**config.mk**
```make
export PLATFORM = sky130hd
export DESIGN_NAME = shifter_pipe
export DESIGN_NICKNAME = d
export VERILOG_FILES = /design/src/rtl/shifter_pipe_pkg.sv /design/src/rtl/shifter_pipe_level.sv /design/src/rtl/shifter_pipe.sv
export SDC_FILE = /design/constraint.sdc
export NUM_CORES = 1
export LEC_CHECK = 0
export ABC_AREA = 1
export CORE_MARGIN = 1
export CORE_UTILIZATION = 55
export CTS_CLUSTER_DIAMETER = 150
export CTS_CLUSTER_SIZE = 20
export DETAILED_ROUTE_END_ITERATION = 8
export PLACE_DENSITY = 0.85
export SYNTH_ARGS = -nofsm -noshare
export SYNTH_HDL_FRONTEND = slang
export SYNTH_SLANG_ARGS = --single-unit
```
**constraint.sdc**
```tcl
create_clock -name clk -period 2.89 [get_ports clk]
set_clock_uncertainty 0.2 [all_clocks]
set_input_delay 0.7225 -clock clk [delete_from_list [all_inputs] [get_ports clk]]
set_output_delay 0.7225 -clock clk [all_outputs]
set_load 0.02 [all_outputs]
```
**src/rtl/shifter_pipe_pkg.sv**
```systemverilog
// Shared definitions for shifter_pipe: shift mode encoding and mode-class helpers.
package shifter_pipe_pkg;

  localparam int SHIFT_MODE_W = 3;

  typedef enum logic [SHIFT_MODE_W-1:0] {
    SM_PASS     = 3'b000,
    SM_LSR      = 3'b001,
    SM_ASR      = 3'b010,
    SM_ROR      = 3'b011,
    SM_PASS_ALT = 3'b100,
    SM_LSL      = 3'b101,
    SM_LSL_ALT  = 3'b110,
    SM_ROL      = 3'b111
  } shift_mode_e;

  function automatic logic is_left(shift_mode_e m);
    return (m == SM_LSL) || (m == SM_LSL_ALT) || (m == SM_ROL);
  endfunction

  function automatic logic is_rotate(shift_mode_e m);
    return (m == SM_ROR) || (m == SM_ROL);
  endfunction

  function automatic logic is_pass(shift_mode_e m);
    return (m == SM_PASS) || (m == SM_PASS_ALT);
  endfunction

endpackage

```
**src/rtl/shifter_pipe_level.sv**
```systemverilog
// One barrel level: right shift/rotate by SHIFT when enabled.
// shout_o is the last bit this level would shift out (data_i[SHIFT-1]).
module shifter_level #(
  parameter int WIDTH = 16,
  parameter int SHIFT = 1
) (
  input  logic [WIDTH-1:0] data_i,
  input  logic             en_i,
  input  logic             rot_i,
  input  logic             fill_i,
  output logic [WIDTH-1:0] data_o,
  output logic             shout_o
);

  logic [WIDTH-1:0] shifted;

  assign shifted = rot_i ? {data_i[SHIFT-1:0], data_i[WIDTH-1:SHIFT]}
                         : {{SHIFT{fill_i}}, data_i[WIDTH-1:SHIFT]};
  assign data_o  = en_i ? shifted : data_i;
  assign shout_o = data_i[SHIFT-1];

endmodule

```
**src/rtl/shifter_pipe.sv**
```systemverilog
// Pipelined barrel shifter with global-stall valid/ready handshake.
// Define SHIFTER_PIPE_FLAGS_EN to compute and pipeline the carry/zero flags.
module shifter_pipe
  import shifter_pipe_pkg::*;
#(
  parameter int WIDTH  = 16,
  parameter int STAGES = 2
) (
  input  logic                     clk,
  input  logic                     rst_n,
  input  logic                     in_valid,
  output logic                     in_ready,
  input  logic [WIDTH-1:0]         in,
  input  logic [$clog2(WIDTH)-1:0] n,
  input  logic [SHIFT_MODE_W-1:0]  mode,
  output logic                     out_valid,
  input  logic                     out_ready,
  output logic [WIDTH-1:0]         out,
  output logic                     carry,
  output logic                     zero
);

  localparam int L   = $clog2(WIDTH);
  localparam int LPS = (L + STAGES - 1) / STAGES;

  logic              stall;
  logic [STAGES-1:0] valid_q, valid_d;
  logic [WIDTH-1:0]  data_q  [STAGES];
  logic [L-1:0]      n_q     [STAGES];
  shift_mode_e       mode_q  [STAGES];

  logic [WIDTH-1:0]  st_data [STAGES];
  logic [L-1:0]      st_n    [STAGES];
  shift_mode_e       st_mode [STAGES];
  logic [WIDTH-1:0]  st_raw  [STAGES];
  logic [WIDTH-1:0]  data_d  [STAGES];
  logic [WIDTH-1:0]  lv_in   [L];
  logic [WIDTH-1:0]  lv_out  [L];

  function automatic logic [WIDTH-1:0] rev(input logic [WIDTH-1:0] x);
    for (int i = 0; i < WIDTH; i++) rev[i] = x[WIDTH-1-i];
  endfunction

  assign stall     = valid_q[STAGES-1] & ~out_ready;
  assign in_ready  = ~stall;
  assign out_valid = valid_q[STAGES-1];
  assign out       = data_q[STAGES-1];

  // Left modes run through the right barrel on a bit-reversed operand.
  for (genvar s = 0; s < STAGES; s++) begin : g_stage
    localparam int FIRST = s * LPS;
    localparam int LAST  = ((((s + 1) * LPS) < L) ? ((s + 1) * LPS) : L) - 1;
    if (s == 0) begin : g_head
      shift_mode_e mode_in;
      assign mode_in    = shift_mode_e'(mode);
      assign st_mode[s] = mode_in;
      assign st_n[s]    = n;
      assign st_data[s] = is_left(mode_in) ? rev(in) : in;
    end else begin : g_mid
      assign st_mode[s] = mode_q[s-1];
      assign st_n[s]    = n_q[s-1];
      assign st_data[s] = data_q[s-1];
    end
    if (FIRST >= L) begin : g_empty
      assign st_raw[s] = st_data[s];
    end else begin : g_levels
      assign st_raw[s] = lv_out[LAST];
    end
    if (s == STAGES - 1) begin : g_tail
      assign data_d[s] = is_left(st_mode[s]) ? rev(st_raw[s]) : st_raw[s];
    end else begin : g_pass
      assign data_d[s] = st_raw[s];
    end
  end

`ifdef SHIFTER_PIPE_FLAGS_EN
  logic [STAGES-1:0] carry_q, carry_d, st_c;
  logic              zero_q, zero_d;
  logic [L-1:0]      lv_cin, lv_cout;
`endif

  for (genvar k = 0; k < L; k++) begin : g_level
    localparam int S = k / LPS;
    logic en, fill, shout;
    assign en   = st_n[S][k] & ~is_pass(st_mode[S]);
    assign fill = (st_mode[S] == SM_ASR) & lv_in[k][WIDTH-1];
    if (k % LPS == 0) begin : g_first
      assign lv_in[k] = st_data[S];
    end else begin : g_chain
      assign lv_in[k] = lv_out[k-1];
    end
    shifter_level #(.WIDTH(WIDTH), .SHIFT(1 << k)) u_level (
      .data_i  (lv_in[k]),
      .en_i    (en),
      .rot_i   (is_rotate(st_mode[S])),
      .fill_i  (fill),
      .data_o  (lv_out[k]),
      .shout_o (shout)
    );
`ifdef SHIFTER_PIPE_FLAGS_EN
    if (k % LPS == 0) begin : g_cfirst
      assign lv_cin[k] = st_c[S];
    end else begin : g_cchain
      assign lv_cin[k] = lv_cout[k-1];
    end
    assign lv_cout[k] = en ? shout : lv_cin[k];
`else
    logic unused_shout;
    assign unused_shout = shout;
`endif
  end

  always_comb begin
    valid_d    = '0;
    valid_d[0] = in_valid & in_ready;
    for (int s = 1; s < STAGES; s++) valid_d[s] = valid_q[s-1];
  end

  always_ff @(posedge clk or negedge rst_n) begin
    if (!rst_n) begin
      valid_q <= '0;
      for (int s = 0; s < STAGES; s++) begin
        data_q[s] <= '0;
        n_q[s]    <= '0;
        mode_q[s] <= SM_PASS;
      end
    end else if (!stall) begin
      valid_q <= valid_d;
      for (int s = 0; s < STAGES; s++) begin
        data_q[s] <= data_d[s];
        n_q[s]    <= st_n[s];
        mode_q[s] <= st_mode[s];
      end
    end
  end

`ifdef SHIFTER_PIPE_FLAGS_EN
  // Partial carry rides with the data; the last enabled level wins.
  for (genvar s = 0; s < STAGES; s++) begin : g_flag_stage
    localparam int FIRST = s * LPS;
    localparam int LAST  = ((((s + 1) * LPS) < L) ? ((s + 1) * LPS) : L) - 1;
    if (s == 0) begin : g_c0
      assign st_c[s] = 1'b0;
    end else begin : g_cn
      assign st_c[s] = carry_q[s-1];
    end
    if (FIRST >= L) begin : g_cempty
      assign carry_d[s] = st_c[s];
    end else begin : g_clev
      assign carry_d[s] = lv_cout[LAST];
    end
  end

  assign zero_d = (data_d[STAGES-1] == '0);

  always_ff @(posedge clk or negedge rst_n) begin
    if (!rst_n) begin
      carry_q <= '0;
      zero_q  <= 1'b0;
    end else if (!stall) begin
      carry_q <= carry_d;
      zero_q  <= zero_d;
    end
  end

  assign carry = carry_q[STAGES-1];
  assign zero  = zero_q;
`else
  assign carry = 1'b0;
  assign zero  = 1'b0;
`endif

endmodule

```
==> impl_summary.md, run 1 <==
Clock tree
The H-tree was split into 2 levels. In this run, post-CTS hold repair placed 0 buffers. The clock edge transition at the registers on the reported setup and hold paths is 0.09 ns. The longest clock path from root to sink contains 2 buffers. The number of buffers inserted to repair setup after CTS is 0. The buffer cell driving the clock tree root is sky130_fd_sc_hd__clkbuf_8. The number of gates resized after cts is 0.

The clock latency of the later-clocked register in the worst-skew pair is 0.30 ns. The CTS tree is yes. The number of CTS-inserted buffers is 5. The tree built by TritonCTS fans out to 39 sinks.

Floorplanning
In this run the vertical extent of the chip is 77.8 um. The initialized floorplan defines 27 standard-cell rows. 47 I/O pins were placed.

The floorplan step defined a core boundary enclosing 5510 um^2. Once the floorplan was initialized, standard cells occupied 57.4% of the core. Measured along the x axis, the die boundary spans 77.8 um. The full die area is 6050 um^2.

Critical path
The worst setup path is launched from a primary input. The slowest stage of the critical path belongs to the cell sky130_fd_sc_hd__clkdlybuf4s50_1. The worst-path maximum fanout is 2. The signal on the critical path passes through clkdlybuf4s50_1 -> nor2_2 -> inv_1 -> clkdlybuf4s50_1. Among the stages of the critical path, the cell type that occurs most often is sky130_fd_sc_hd__clkdlybuf4s50_1. The buffer and inverter count on the worst path is 3. For this run, the slowest stage of the critical path takes 0.60 ns. The critical path's top delay family is buffers and inverters.

The kind of end point of the critical path is an output pin. For the worst setup path, the data required time is 1.97 ns. STA puts the critical path data arrival time at 1.92 ns. The setup path with the least slack is of type primary input to output pin.

Placement
Once placement completed, the tool counted placed cells totaling 563. At the end of routability-driven placement, the weighted congestion stood at 0.856. The post-DP HPWL is 5.25 mm. The number of port buffers is 44.

GRT
The initial antenna violation count came to 0. The combined global-route utilization of all metal layers is 25.6%. The via count of the first global-routing pass was 2882. The pin count of the biggest net entering global routing is 40. The residual overflow from global routing is 0. The first global-routing pass estimated 12.4 mm of wire.

Logic synthesis
The area fraction of the dominant cell type after synthesis is 30.9%. Dividing the synthesized area by the synthesized cell count gives 6.54 um^2. Of the total synthesized cell area, the portion taken by AND, OR, NAND and NOR gates is 43.5%. The share of async-settable or async-resettable flops after synthesis is 100%.

Summing the areas of all compound-gate instances in the mapped netlist gives 7.96% of the synthesized area. Yosys attributes the largest share of cell area to sky130_fd_sc_hd__dfrtp_1, sky130_fd_sc_hd__nand2_1, sky130_fd_sc_hd__nand3_1. In the post-synthesis netlist, the cell with the most instances is sky130_fd_sc_hd__nand2_1. The post-synthesis share of cell area spent on xor and xnor gates is 0%. The most used flip-flop cell after synthesis is sky130_fd_sc_hd__dfrtp_1.

The post-synthesis cell area is 3160 um^2. After Yosys synthesis, full adders, half adders and majority gates account for 0% of the synthesized area. The dominant combinational cell family by area after synthesis is simple AND/OR/NAND/NOR gates. The number of distinct standard cells referenced by the synthesized netlist is 23. Summing the sequential cell areas from Yosys gives 30.9% of the chip area.

The cell count after synthesis came out at 483. The portion of synthesized area spent on multiplexers is 0%. The cell type contributing the most total cell area after synthesis is sky130_fd_sc_hd__dfrtp_1. After synthesis the netlist holds a flip-flop and latch count of 39.

Yosys mapped a number of flops with a built-in enable equal to 0. Ranked by instance count, the synthesized netlist is headed by sky130_fd_sc_hd__nand2_1, sky130_fd_sc_hd__nand3_1, sky130_fd_sc_hd__inv_1. The warning count from the yosys run is 0.

Routing
The aggregate routed wire length is 7.04 mm. The routed wire length per instance is 12.3 um. The total vias in the final route is 3114. The first-pass detailed-route iteration total is 5. After detailed routing, the number of vias per cell comes to 5.45. For this block, the initial DRC count from the detailed router was 192.

The count of unresolved DRC violations after routing is 0. In this run the remaining antenna-violating nets after routing total 0.

Power
The overall power after layout is 2.15 mW. The static leakage is 1.82 nW. The total power per unit cell area is 616 nW/um^2. VDD sags by at most 0.000278 V.

STA
The minimum period implied by the final worst setup slack is 2.84 ns. The number of slew-limit violations in the final report is 0. The final cycle utilization of the critical path is 98.3%. Setup repair after global routing left no endpoint under its margin. The post-route setup TNS is 0 ns. In this run the tightest slew margin relative to its limit is 44.9%.

The measured slew at the worst slew-check pin is 0.827 ns. Derived from the worst setup path, the maximum achievable clock frequency is 352 MHz. Setup violations remaining at the end of the flow were counted as 0.

The number of hold-slack violations in the final timing report came to 0.

Finish
For this run, the number of standard cells in the final layout without fillers is 571. The post-layout net count is 525. The synthesis-to-layout area growth is 10.7%. 0 antenna diodes ended up in the layout. Of the cells placed in the final design, the portion with a size suffix greater than 1 is 5.41%.

Status
The flow ran to the end, and the final reports show no timing, DRC or antenna violations.

Hold path
The worst min-delay path class is flop to flop.

Run
Max-cap violations in this run came to 0.
worst register-to-register path: cells and delay by family, from the launching register on:
| kind | cells | cell delay, ns |
|---|---|---|
| flops | 1 | 0.52 |
| buf+inv | 2 | 0.42 |
| simple gates | 6 | 0.84 |
placed cells by master (no fill, tap or decap), types with 4 or more instances in the layout:
cell,instances
sky130_fd_sc_hd__dfrtp_1,39
sky130_fd_sc_hd__nand2_1,175
sky130_fd_sc_hd__inv_1,51
sky130_fd_sc_hd__nand3_1,118
sky130_fd_sc_hd__nand3_2,4
sky130_fd_sc_hd__buf_4,4
sky130_fd_sc_hd__o211ai_1,24
sky130_fd_sc_hd__clkbuf_8,5
sky130_fd_sc_hd__o21ai_0,10
sky130_fd_sc_hd__clkdlybuf4s50_1,43
state kept, by name, indices dropped and copies added (netlist names):
name	cells
data_q	16
mode_q	3
n_q	2
out	16
valid_q	2
where the power goes:
part	total, mW	internal [mW]	switching, mW
clock	0.386	0.173	0.213
combinational	0.997	0.396	0.602
sequential	0.771	0.681	0.0900
total	2.15	1.25	0.905
final cells by class:
cell class                 count  area (um^2)
clock inverter                 3         23.8
tap                           72         90.1
inverter                      57          216
sequential                    39          976
multi-input combinational    346         1640
timing repair buffer          49          485
clock buffer                   5         68.8
fill                         523         2010
metal layers:
layer / track usage [%] / wire [um]
met2: 42.3 / 3270
met4: 12.3 / 215
met3: 4.12 / 327
met1: 32.4 / 3230
met5: 0 / 0
cells by family after synthesis:
| family | count (synthesis) |
|---|---|
| simple gates | 308 |
| buf+inv | 99 |
| flops | 39 |
| compound gates | 36 |
| other cells | 1 |
path summary, 6_finish.rpt:
check | start | to | slack [ns] | cells after the start
min in group asynchronous | rst_n | out[9] | 0.31 | 1
min reg2reg | valid_q[0] | valid_q[1] | 0.26 | 2
max | out_ready | in_ready | 0.05 | 4
min | valid_q[0] | valid_q[1] | 0.26 | 2
max in group asynchronous | rst_n | data_q[24] | 1.66 | 1
max reg2reg | mode_q[3] | out[1] | 0.86 | 8
through the flow:
step / util, % / setup slack, ns / hold slack (ns) / cell area (um^2)
finish: 63.5 / 0.0505 / 0.258 / 3500
global route: 63.5 / 0.0262 / 0.291 / 3500
CTS: 63.5 / 0.0456 / 0.257 / 3500
detailed placement: 61.8 / 0.0456 / 0.236 / 3400
global placement: 61.8 / 0.0510 / 0.230 / 3400
floorplan: - / 0.877 / 0.219 / 3160
Power figures use the tool's default switching activity.
==> run 2: changes to the inputs <==
--- a/config.mk
+++ b/config.mk
@@ -8,7 +8,7 @@
 export ABC_AREA = 1
 export CORE_MARGIN = 1
 export CORE_UTILIZATION = 55
-export CTS_CLUSTER_DIAMETER = 150
+export CTS_CLUSTER_DIAMETER = 40
 export CTS_CLUSTER_SIZE = 20
 export DETAILED_ROUTE_END_ITERATION = 8
 export PLACE_DENSITY = 0.85
==> results of run 2 <==
Final layout, timing and power as in run 1 (identical DEF).
